--- src/rtl/bounded_coeff_sampler.sv ---
// ML-DSA ExpandS rejection sampler: bytes -> nibbles -> bounded signed coefficients.
// Optional `COEFF_MODQ_OUT_EN adds out_coeff_q, the coefficient reduced mod q.
module bounded_coeff_sampler #(
  parameter int ETA      = 2,
  parameter int IN_BYTES = 1,
  parameter int N_COEFF  = 256,
  parameter int COEFF_W  = 4
) (
  input  logic                       clk,
  input  logic                       rst_n,
  input  logic                       start,
  input  logic                       in_valid,
  output logic                       in_ready,
  input  logic [8*IN_BYTES-1:0]      in_data,
  output logic                       out_valid,
  input  logic                       out_ready,
  output logic signed [COEFF_W-1:0]  out_coeff,
  output logic [$clog2(N_COEFF)-1:0] out_idx,
  output logic                       busy,
  output logic                       done,
  output logic [15:0]                rej_cnt
`ifdef COEFF_MODQ_OUT_EN
  ,
  output logic [22:0]                out_coeff_q
`endif
);

  localparam int NIB    = 2 * IN_BYTES;
  localparam int PTR_W  = $clog2(NIB);
  localparam int IDX_W  = $clog2(N_COEFF);
  localparam int DATA_W = 8 * IN_BYTES;

  localparam logic [1:0] S_IDLE = 2'd0;
  localparam logic [1:0] S_RUN  = 2'd1;
  localparam logic [1:0] S_DONE = 2'd2;

  generate
    if (!(ETA == 2 || ETA == 4)) begin : g_bad_eta
      $error("bounded_coeff_sampler: ETA must be 2 or 4");
    end
    if (IN_BYTES < 1 || IN_BYTES > 8) begin : g_bad_in_bytes
      $error("bounded_coeff_sampler: IN_BYTES must be in 1..8");
    end
    if (N_COEFF < 2) begin : g_bad_n_coeff
      $error("bounded_coeff_sampler: N_COEFF must be at least 2");
    end
    if ((ETA == 4 && COEFF_W < 4) || (ETA == 2 && COEFF_W < 3)) begin : g_bad_coeff_w
      $error("bounded_coeff_sampler: COEFF_W too narrow for ETA");
    end
  endgenerate

  logic [1:0]        state_q, state_d;
  logic [DATA_W-1:0] buf_q, buf_d;
  logic              full_q, full_d;
  logic [PTR_W-1:0]  ptr_q, ptr_d;
  logic [IDX_W-1:0]  idx_q, idx_d;
  logic [15:0]       rej_q, rej_d;

  logic [3:0]        nib;
  logic [3:0]        nib_mod5;
  logic              accept;
  logic signed [4:0] coeff_full;
  logic              beat_hs;
  logic              consume;
  logic              last_nib;
  logic              last_coeff;

  // The buffer shifts right on every consumed nibble, so the current nibble is always bits [3:0].
  assign nib = buf_q[3:0];

  always_comb begin
    nib_mod5   = nib;
    accept     = 1'b0;
    coeff_full = '0;
    if (ETA == 4) begin
      accept     = (nib < 4'd9);
      coeff_full = 5'sd4 - $signed({1'b0, nib});
    end else begin
      if (nib >= 4'd10) begin
        nib_mod5 = nib - 4'd10;
      end else if (nib >= 4'd5) begin
        nib_mod5 = nib - 4'd5;
      end
      accept     = (nib != 4'd15);
      coeff_full = 5'sd2 - $signed({1'b0, nib_mod5});
    end
  end

  assign in_ready   = (state_q == S_RUN) && !full_q;
  assign out_valid  = (state_q == S_RUN) && full_q && accept;
  assign out_coeff  = out_valid ? COEFF_W'(coeff_full) : '0;
  assign out_idx    = idx_q;
  assign busy       = (state_q == S_RUN);
  assign done       = (state_q == S_DONE);
  assign rej_cnt    = rej_q;

  assign beat_hs    = in_valid && in_ready;
  assign consume    = (state_q == S_RUN) && full_q && (!accept || out_ready);
  assign last_nib   = (ptr_q == PTR_W'(NIB - 1));
  assign last_coeff = (idx_q == IDX_W'(N_COEFF - 1));

  always_comb begin
    state_d = state_q;
    buf_d   = buf_q;
    full_d  = full_q;
    ptr_d   = ptr_q;
    idx_d   = idx_q;
    rej_d   = rej_q;
    case (state_q)
      S_IDLE: begin
        if (start) begin
          state_d = S_RUN;
          full_d  = 1'b0;
          ptr_d   = '0;
          idx_d   = '0;
          rej_d   = '0;
        end
      end
      S_RUN: begin
        if (beat_hs) begin
          buf_d  = in_data;
          ptr_d  = '0;
          full_d = 1'b1;
        end else if (consume) begin
          // Final accepted coefficient drops whatever nibbles remain in the buffer.
          if (accept && last_coeff) begin
            state_d = S_DONE;
            full_d  = 1'b0;
            ptr_d   = '0;
          end else begin
            if (accept) begin
              idx_d = idx_q + 1'b1;
            end else if (rej_q != 16'hFFFF) begin
              rej_d = rej_q + 16'd1;
            end
            if (last_nib) begin
              full_d = 1'b0;
            end else begin
              ptr_d = ptr_q + 1'b1;
              buf_d = buf_q >> 4;
            end
          end
        end
      end
      S_DONE: begin
        state_d = S_IDLE;
      end
      default: begin
        state_d = S_IDLE;
        full_d  = 1'b0;
      end
    endcase
  end

  always_ff @(posedge clk or negedge rst_n) begin
    if (!rst_n) begin
      state_q <= S_IDLE;
      buf_q   <= '0;
      full_q  <= 1'b0;
      ptr_q   <= '0;
      idx_q   <= '0;
      rej_q   <= '0;
    end else begin
      state_q <= state_d;
      buf_q   <= buf_d;
      full_q  <= full_d;
      ptr_q   <= ptr_d;
      idx_q   <= idx_d;
      rej_q   <= rej_d;
    end
  end

`ifdef COEFF_MODQ_OUT_EN
  localparam logic signed [23:0] Q_MOD = 24'sd8380417;
  logic signed [23:0] coeff_ext;

  assign coeff_ext = 24'(coeff_full);

  always_comb begin
    out_coeff_q = '0;
    if (out_valid) begin
      if (coeff_ext < 0) begin
        out_coeff_q = 23'(Q_MOD + coeff_ext);
      end else begin
        out_coeff_q = 23'(coeff_ext);
      end
    end
  end
`endif

endmodule

--- config.mk ---
export PLATFORM = sky130hd
export DESIGN_NAME = bounded_coeff_sampler
export DESIGN_NICKNAME = d
export VERILOG_FILES = /design/src/rtl/bounded_coeff_sampler.sv
export SDC_FILE = /design/constraint.sdc
export NUM_CORES = 1
export LEC_CHECK = 0
export CAP_MARGIN = 20
export CORE_UTILIZATION = 52
export CTS_CLUSTER_DIAMETER = 50
export DETAILED_ROUTE_END_ITERATION = 8
export GPL_TIMING_DRIVEN = 0
export PLACE_DENSITY = 0.9
export SLEW_MARGIN = 30
export SYNTH_ARGS = -nofsm -noshare
export SYNTH_HDL_FRONTEND = slang
export SYNTH_SLANG_ARGS = --single-unit
--- constraint.sdc ---
create_clock -name clk -period 3.2 [get_ports clk]
set_input_delay 0.32 -clock clk [delete_from_list [all_inputs] [get_ports clk]]
set_output_delay 0.32 -clock clk [all_outputs]
set_load 0.02 [all_outputs]
==> summary.txt <==
Cell Rows: 23
RSZ-0062 raised after global routing: no
Nets: 343
Die Y-Extent: 68.50 um
Crit-path max FO: 8
Number of global-route vias before repair: 2081
Most common cell after layout, fill and taps aside: nand2_1
Final Critical Period: 2.984 ns
CTS Buf Count: 5
Crit Path Class: reg2out
Synthesized area: 0.002300 mm2
DR vias: 2294
First-pass GRT wire length: 9446 um
Top_reg_cell synth: dfrtp_1
Seq/Total Area, Yosys: 39.17%
Gate count after technology mapping: 267
TritonCTS clock tree: done
Syn Area/Cell: 8.613 um2
Number of detailed-route iterations in the first pass: 4
Final Wtd Congestion: 0.8712
Total of max-cap violations: 0
Req. time, crit path: 2.88 ns
Async S/R FF share, synth: 100.0%
Iteration-0 DRC Markers: 191
Slew @ Worst Pin: 0.6474 ns
Synth unique cells: 46
Post-CTS Setup Bufs: 0
Antenna Violating Nets Remaining: 0
Starting Density: 55.88%
CP Launch Type: register
Area Growth Syn to Fin: 27.04%
Root Buffer: clkbuf_8
Layout filler cell count: 318
Die width: 68.50 um
Routed vias/inst: 6.183
Clock transition at path regs: 0.07 ns
Synth warn: 0
# diodes: 0
Slowest cell on the critical path: clkdlybuf4s50_1
# H-tree levels: 2
Die area: 0.004692 mm2
Leak Pwr: 0.001251 uW
CP max stage delay: 0.59 ns
Largest net degree at the start of global routing: 27
Final Hold Viols: 0
CP endpoint kind: output port
Pins Over Slew Limit: 0
DR DRC count: 0
Share of layout cells above drive strength 1: 6.854%
Most frequent cells in the layout: nand2_1 (45), clkdlybuf4s50_1 (40), dfrtp_1 (36), o21ai_0 (19), nor2_1 (13)
Post-synth top area share: 39.17%
Power density over the cells: 724.3 mW/mm2
DRT Wirelength: 5833 um
Clock Path Buffers: 2
Post-Syn Nets: 290
Setup_tns: 0 ns
Final Core Density: 70.99%
R2r endpoint: out_idx[4]
R2r startpoint: buf_q[0]
Top post-synthesis cells by area: dfrtp_1 (39%), nand2_1 (7.3%), ha_1 (5.4%)
Hold Crit Class: in2async
Initial antenna violation count: 0
Slew margin rel.: 56.76%
Run status: completed
Maximum vdd drop: 0.6889 mV
Critical path cell sequence: inv_1 -> ha_1 -> nor4b_1 -> a31oi_2 -> xnor2_1 -> and2_1 -> clkdlybuf4s50_1
Core ar.: 0.004115 mm2
FF+latch count, synth: 36
Clock sinks: 36
Placed wire-length estimate: 4195 um
Post-synth EDFFs: 0
Register-to-Register Path Depth: 6
Final setup vio count: 0
GR Overflow Total: 0
Peak Freq: 335.1 MHz
Top Ports: 45
Tcrit/Tclk final: 93.25%
Skew final: 0.001533 ns
Tot GR Track Use: 27.26%
Yosys top cell by area: dfrtp_1
R2r setup slk: 0.68 ns
Buffers on Ports: 44
Worst skew pair latency: 0.29 ns
CP arrival: 2.66 ns
Drt wl/cell: 15.72 um
-- how the worst max path moves through the flow --
stage,start,endpoint,slack (ns),depth (start not counted)
detailed placement,buf_q[1],out_coeff[3],-0.12,9
global placement,buf_q[1],out_coeff[3],-0.06,9
CTS,buf_q[1],out_coeff[2],0.0007,10
finish,buf_q[0],out_coeff[0],0.22,7
global route,buf_q[0],out_coeff[0],0.06,7
floorplan,buf_q[1],out_coeff[3],0.54,8
-- kinds of logic (layout without fill, tap and decap cells) --
kind of cell | after synthesis | count (layout) | synth area share [%]
simple gates | 124 | 124 | 27.75
flops | 36 | 36 | 39.17
mux | 10 | 10 | 4.407
buf+inv | 19 | 73 | 3.210
compound gates | 64 | 64 | 18.50
xor+xnor | 4 | 4 | 1.524
fa+ha+maj | 10 | 10 | 5.441
-- through the flow --
| step | std cells | total power [uW] | hold WS (ns) | instance area [um2] | setup slack [ns] |
|---|---|---|---|---|---|
| final | 371 | 2116 | 0.4446 | 2922 | 0.2161 |
| after CTS | 371 | 2105 | 0.4529 | 2917 | 0.0007350 |
| after detailed placement | 362 | 1771 | 0.2236 | 2818 | -0.1165 |
| after floorplan | 267 | 1392 | 0.02441 | 2300 | 0.5402 |
| after global routing | 371 | 2284 | 0.4629 | 2922 | 0.05828 |
| after global placement | 361 | 1720 | 0.5127 | 2803 | -0.05990 |
-- registers in the layout, indices dropped and copies added, names as in the netlist --
register and flops:
buf_q 8, out_idx 8, state_q 2, full_q 1, rej_cnt 16, last_nib 1
-- layer usage --
layer / share of wire (%) / global-route usage (%) / vias up
li1: - / - / 1093
met1: 43 / 36.59 / 1112
met2: 49 / 43.50 / 81
met3: 6.7 / 6.250 / 8
met4: 1.4 / 8.594 / 0
met5: 0 / 0 / -
-- synth_stat cells (all sizes together) (4+ instances only) --
master and instances:
a211oi 6, a21oi 9, and3 4, clkbuf 8, dfrtp 36, ha 10, inv 9, mux2i 9
nand2 45, nand2b 7, nand3 13, nand4 8, nor2 13, nor3 5, o211ai 9, o21ai 21
or3 4, or4 11
-- cell type report --
cell class	count	area, um2	share of cell area [%]
plain buffers	10	41.29	1.413
clock buffers	8	90.09	3.084
inverters	9	33.78	1.156
multi-input cells	212	1331	45.57
flip-flops and latches	36	900.9	30.84
well taps	50	62.56	2.141
repair buffers	46	461.7	15.80
-- critical path: cells and delay by family, from the launching register on --
kind | cells | cell delay, ns
AOI/OAI and AO/OA | 1 | 0.09
xor gates and xnor gates | 1 | 0.19
buffers and inverters | 2 | 0.71
DFF | 1 | 0.52
adders and majority gates | 1 | 0.28
and+or+nand+nor | 2 | 0.59
-- where the power goes --
group | leakage [uW] | switching (uW) | total [uW] | internal, uW
combinational | 0.000726 | 662 | 1110 | 449
clock | 0.0000455 | 161 | 337 | 176
sequential | 0.000479 | 118 | 668 | 551
-- timing repair --
action | 4_1_cts | 5_1_grt
endpoints found under the hold margin | 10 | 0
endpoints found under the setup margin | 3 | 2
resized for setup | 4 | 6
hold buffers | 1 | 0
(Power assumes the default switching activity.)
